===== src/rtl/commit_trace_fifo.sv =====
// Commit trace recorder: packs each cycle's register/memory events into one timestamped FIFO entry.
// Latency: 1 cycle from event to out_valid. Backpressure: never stalls the core; drops are counted when full.
module commit_trace_fifo #(
    parameter int DEPTH = 16,
    parameter int TS_W  = 16
) (
    input  logic                     clk,
    input  logic                     reset,
    input  logic                     reg_write_sig,
    input  logic [4:0]               reg_num,
    input  logic [31:0]              reg_data,
    input  logic                     wr,
    input  logic                     rd,
    input  logic [8:0]               addr,
    input  logic [31:0]              wr_data,
    input  logic [31:0]              rd_data,
    output logic                     out_valid,
    input  logic                     out_ready,
    output logic [TS_W-1:0]          out_ts,
    output logic                     out_reg_v,
    output logic [4:0]               out_reg_num,
    output logic [31:0]              out_reg_data,
    output logic [1:0]               out_mem_kind,
    output logic [8:0]               out_mem_addr,
    output logic [31:0]              out_mem_data,
    output logic [$clog2(DEPTH):0]   count,
    output logic [15:0]              drop_count,
    output logic                     overflow
);
    localparam int AW = $clog2(DEPTH);
    localparam logic [AW:0] PTR_ONE = (AW + 1)'(1);

    typedef struct packed {
        logic [TS_W-1:0] ts;
        logic            reg_v;
        logic [4:0]      reg_num;
        logic [31:0]     reg_data;
        logic [1:0]      mem_kind;
        logic [8:0]      mem_addr;
        logic [31:0]     mem_data;
    } entry_t;

    entry_t          mem [DEPTH];
    entry_t          in_e;
    entry_t          head;
    logic [AW:0]     wptr;
    logic [AW:0]     rptr;
    logic [AW:0]     count_nxt;
    logic [TS_W-1:0] ts;
    logic            ev;
    logic            full;
    logic            pop;
    logic            push;
    logic            drop;

    always_comb begin
        in_e          = '0;
        in_e.ts       = ts;
        in_e.reg_v    = reg_write_sig;
        if (reg_write_sig) begin
            in_e.reg_num  = reg_num;
            in_e.reg_data = reg_data;
        end
        // {wr, rd} is already the kind encoding, including 11 for a conflict
        in_e.mem_kind = {wr, rd};
        if (wr | rd) in_e.mem_addr = addr;
        if (wr)      in_e.mem_data = wr_data;
        else if (rd) in_e.mem_data = rd_data;
    end

    assign ev   = reg_write_sig | wr | rd;
    assign full = (wptr[AW] != rptr[AW]) && (wptr[AW-1:0] == rptr[AW-1:0]);
    assign pop  = out_valid & out_ready;
    // A pop on a full FIFO frees the head slot at the same edge the tail reuses it
    assign push = ev & (~full | pop);
    assign drop = ev & full & ~pop;

    always_comb begin
        count_nxt = count;
        if (push & ~pop)      count_nxt = count + PTR_ONE;
        else if (pop & ~push) count_nxt = count - PTR_ONE;
    end

    always_ff @(posedge clk) begin
        if (reset) begin
            for (int i = 0; i < DEPTH; i++) mem[i] <= '0;
            wptr       <= '0;
            rptr       <= '0;
            ts         <= '0;
            count      <= '0;
            out_valid  <= 1'b0;
            drop_count <= '0;
            overflow   <= 1'b0;
        end else begin
            ts <= ts + TS_W'(1);
            if (push) begin
                mem[wptr[AW-1:0]] <= in_e;
                wptr              <= wptr + PTR_ONE;
            end
            if (pop) rptr <= rptr + PTR_ONE;
            count     <= count_nxt;
            out_valid <= (count_nxt != '0);
            if (drop) begin
                overflow <= 1'b1;
                if (drop_count != 16'hFFFF) drop_count <= drop_count + 16'd1;
            end
        end
    end

    assign head         = mem[rptr[AW-1:0]];
    assign out_ts       = head.ts;
    assign out_reg_v    = head.reg_v;
    assign out_reg_num  = head.reg_num;
    assign out_reg_data = head.reg_data;
    assign out_mem_kind = head.mem_kind;
    assign out_mem_addr = head.mem_addr;
    assign out_mem_data = head.mem_data;
endmodule


===== config.mk =====
export PLATFORM = sky130hd
export DESIGN_NAME = commit_trace_fifo
export DESIGN_NICKNAME = d
export VERILOG_FILES = /design/src/rtl/commit_trace_fifo.sv
export SDC_FILE = /design/constraint.sdc
export NUM_CORES = 2
export LEC_CHECK = 0
export BUFFER_PORTS_ARGS = -buffer_cell sky130_fd_sc_hd__buf_2
export CELL_PAD_IN_SITES_DETAIL_PLACEMENT = 1
export CELL_PAD_IN_SITES_GLOBAL_PLACEMENT = 2
export CORE_MARGIN = 3
export CORE_UTILIZATION = 48
export CTS_BUF_LIST = sky130_fd_sc_hd__clkbuf_4
export CTS_CLUSTER_SIZE = 12
export DETAILED_ROUTE_END_ITERATION = 8
export PLACE_DENSITY_LB_ADDON = 0.1
export SLEW_MARGIN = 20
export SYNTH_ARGS = -nofsm -noshare
export SYNTH_HDL_FRONTEND = slang
export SYNTH_SLANG_ARGS = --single-unit

===== constraint.sdc =====
create_clock -name clk -period 6.3 [get_ports clk]
set_clock_uncertainty 0.2 [all_clocks]
set_input_delay 0.315 -clock clk [delete_from_list [all_inputs] [get_ports clk]]
set_output_delay 0.315 -clock clk [all_outputs]
set_load 0.02 [all_outputs]

==> impl_metrics.tcl <==
set metrics [dict create \
    synth_fa_ha_area_frac 0.00160 \
    critPathCaptureType "register" \
    place_area_um2 73400 \
    cts_setup_buffers 0 \
    die_x_um 388 \
    synth.most_common_cell "edfxtp_1" \
    fin_crit_ns 5.11 \
    fin_hold_ws_ns 0.170 \
    initial_utilization 0.486 \
    max_stage_delay_ns 0.79 \
    startpoint "wptr[2]$_SDFFE_PP0N_" \
    ff2ff_path_depth 8 \
    cts-root-buf "clkbuf_4" \
    htree_levels 5 \
    worst_path_max_delay_cell "nand2b_4" \
    place_inst 6188 \
    io_buffers 235 \
    synth_compound_area_frac 0.00596 \
    critPathBufInv 2 \
    outcome "finished clean" \
    synth_cell_types 46 \
    synth_area_leader_cell "edfxtp_1" \
    crit_family "simple AND/OR/NAND/NOR gates" \
    synthMuxAreaShare 0.156 \
    cts_resized 0 \
    via_per_inst 5.88 \
    setup_viol 0 \
    arrival_ns 5.81 \
    peakVddDrop_mv 0.157 \
    finalWirelength_um 211000 \
    final_cell_area_um2 81300 \
    clkLatencyLatePin_ns 1.32 \
    min_period_over_period 0.811 \
    ioPinCount 236 \
    required_ns 7.00 \
    yosys.area_share.simple 0.127 \
    hpwl_um 113000 \
    synth_top_family_by_area "multiplexers" \
    synth_xor_area_frac 0.00499 \
    r2r_start "wptr[2]$_SDFFE_PP0N_" \
    tightest_slew_ns 1.13 \
    wl_per_cell_um 29.3 \
    fmax_mhz 196 \
    finalNonFillerCells 7177 \
    die_area_um2 151000 \
    critPathKind "register to register" \
    mappedNetlistNets 4489 \
    gr-usage-all-layers 0.282 \
    yosysSeqAreaShare 0.679 \
    area_growth_pct 15.8 \
    synthesis.area_um2 70200 \
    yosysWarnings 0 \
    r2r_slack_ns 1.19 \
    slew_headroom 0.242 \
    crit_cells 8 \
    synthCells 4364 \
    slew_violations 0 \
    numClockSinks 1605 \
    yosys.area.top_type_share 0.664 \
    antenna_found_initial 12 \
    avgSynthCellArea_um2 16.1 \
    fp.dieH_um 388 \
    synth_edf_count 1552 \
    cp_cell_sequence "xor2_1 -> nor3_4 -> a31oi_4 -> dlygate4sd3_1 -> and3b_2 -> nand2_4 -> nand2b_4 -> buf_12" \
    yosys-top-cells-area "edfxtp_1, mux4_2, and2_1, nor2_1, and3_1" \
    clock_path_buffers 4 \
    hold_violations 0 \
    final_core_util 0.563 \
    async_flop_share 0 \
    grt_max_degree 78 \
    first_iter_violations 3865 \
    overflow 0 \
    drive_above_1_share 0.300 \
    grt_pass1_wl_um 311000 \
    ys_seq_elements 1605 \
    p_leak_uw 0.0300 \
    cts_buffers 438 \
    clk_pin_slew_worst_paths_ns 0.06 \
    place_congestion 0.756 \
    cp-start-kind "register" \
    rsz0062_at_grt "no" \
    min_path_type "input pin to register" \
    drv_cap 0 \
    crit_path_end "mem[8][92]$_SDFFCE_PN0P_" \
    synth_commonest_cells "edfxtp_1, nor2_1, and2_1" \
    num_rows 139 \
    drt-pass1-iter-count 5 \
    tns_ns 0 \
    reg2reg_to "mem[8][92]$_SDFFCE_PN0P_" \
    ys.flop_type "edfxtp_1" \
    fin_nets 5080 \
    crit_fanout 64 \
    cts_tree "yes" \
    grt_pass1_vias 45700 \
    power_density_nw_per_um2 299 \
    ant_nets 0 \
    drc 0 \
    fp.coreArea_um2 144000 \
    vias 42200 \
]
repair_timing:
item / CTS / global route
endpoints found under the setup margin: 0 / 0
hold endpoints to repair: 1486 / 0
hold buffers: 227 / 0
sequential cells by signal, summed over array words and instances (netlist names), named ones only:
name and cells:
out_valid 1, ts 16, mem 1552, count 5, drop_count 16, overflow 1
rptr 5, wptr 5
stage by stage:
| step | worst slack (ns) | power, µW |
|---|---|---|
| 2_1_floorplan | 1.86 | 14100 |
| 3_3_place_gp | 1.52 | 15100 |
| 5_1_grt | 0.915 | 25200 |
| 3_5_place_dp | 1.48 | 15100 |
| 6_report | 1.19 | 24300 |
| 4_1_cts | 1.16 | 24500 |
logic make-up after synthesis:
| family | count (synthesis) |
|---|---|
| compound gates | 60 |
| xor+xnor | 40 |
| fa+ha+maj | 9 |
| buf+inv | 427 |
| flops | 1605 |
| mux | 485 |
| simple gates | 1738 |
tightest hold or removal path, cell delays in order:
cell and delay [ns]:
dlygate4sd3_1 0.52, buf_2 0.10, nand2_1 0.42, nor2_1 0.21
metal layers:
metal	wire length (µm)	vias to the layer above	part of all wire	track usage
li1	-	17800	-	-
met5	7	-	0.000033	0
met1	87000	22500	0.41	0.381
met3	12500	348	0.060	0.0457
met4	5190	2	0.025	0.0857
met2	106000	1529	0.50	0.475
power breakdown:
part           internal [µW]  leakage (µW)  switching (µW)
Combinational           1070        0.0102            1570
Clock                   4950       0.00328            4340
Sequential             12200        0.0165             182
Total                  18200        0.0300            6090
cell usage in the layout, fill, tap and decap left out, types with 3 or more instances in the layout:
| cell type | netlist | final |
|---|---|---|
| xnor2_1 | 21 | 21 |
| mux4_2 | 485 | 485 |
| inv_1 | 6 | 6 |
| dlygate4sd3_1 | 0 | 227 |
| clkinv_2 | 0 | 4 |
| bufinv_16 | 0 | 3 |
| buf_2 | 105 | 235 |
| nor2_1 | 767 | 751 |
| nand2_4 | 0 | 15 |
| diode_2 | 0 | 12 |
| nor3_1 | 6 | 6 |
| nor2b_4 | 0 | 5 |
| clkbuf_4 | 0 | 678 |
| or3_1 | 6 | 6 |
| buf_12 | 0 | 24 |
| edfxtp_1 | 1552 | 1552 |
| o21ai_0 | 8 | 8 |
| nor4_1 | 7 | 7 |
| nand4_1 | 11 | 11 |
| clkinv_1 | 3 | 63 |
| a21oi_1 | 12 | 12 |
| buf_4 | 17 | 79 |
| dfxtp_4 | 0 | 4 |
| nand3_1 | 12 | 12 |
| and2_1 | 596 | 596 |
| ha_1 | 9 | 9 |
| xor2_1 | 19 | 19 |
| a22oi_1 | 32 | 32 |
| nand2b_4 | 0 | 16 |
| nand2_1 | 30 | 30 |
| nand3b_1 | 3 | 3 |
| nor4b_1 | 3 | 3 |
| buf_16 | 0 | 4 |
| and3_1 | 244 | 243 |
| nor2_4 | 0 | 16 |
| dfxtp_1 | 53 | 49 |
how the worst min path moves through the flow:
stage	startpoint	depth (start not counted)	end
floorplan	ts[8]$_SDFF_PP0_	2	ts[8]$_SDFF_PP0_
global placement	overflow$_SDFFE_PP0P_	2	overflow$_SDFFE_PP0P_
detailed placement	overflow$_SDFFE_PP0P_	2	overflow$_SDFFE_PP0P_
CTS	addr[1]	4	mem[14][33]$_SDFFCE_PN0P_
global route	addr[1]	4	mem[14][33]$_SDFFCE_PN0P_
finish	addr[5]	4	mem[8][37]$_SDFFCE_PN0P_
final cells by class:
type / instances / area [µm²]
fill: 13600 / 63100
tap: 1903 / 2380
multi-input combinational: 2332 / 21100
antenna: 12 / 30.0
timing repair buffer: 569 / 4630
inverter: 9 / 33.8
sequential: 1605 / 47700
clock inverter: 69 / 343
clock buffer: 678 / 5090
No activity file was read; power rests on OpenSTA's default activity.
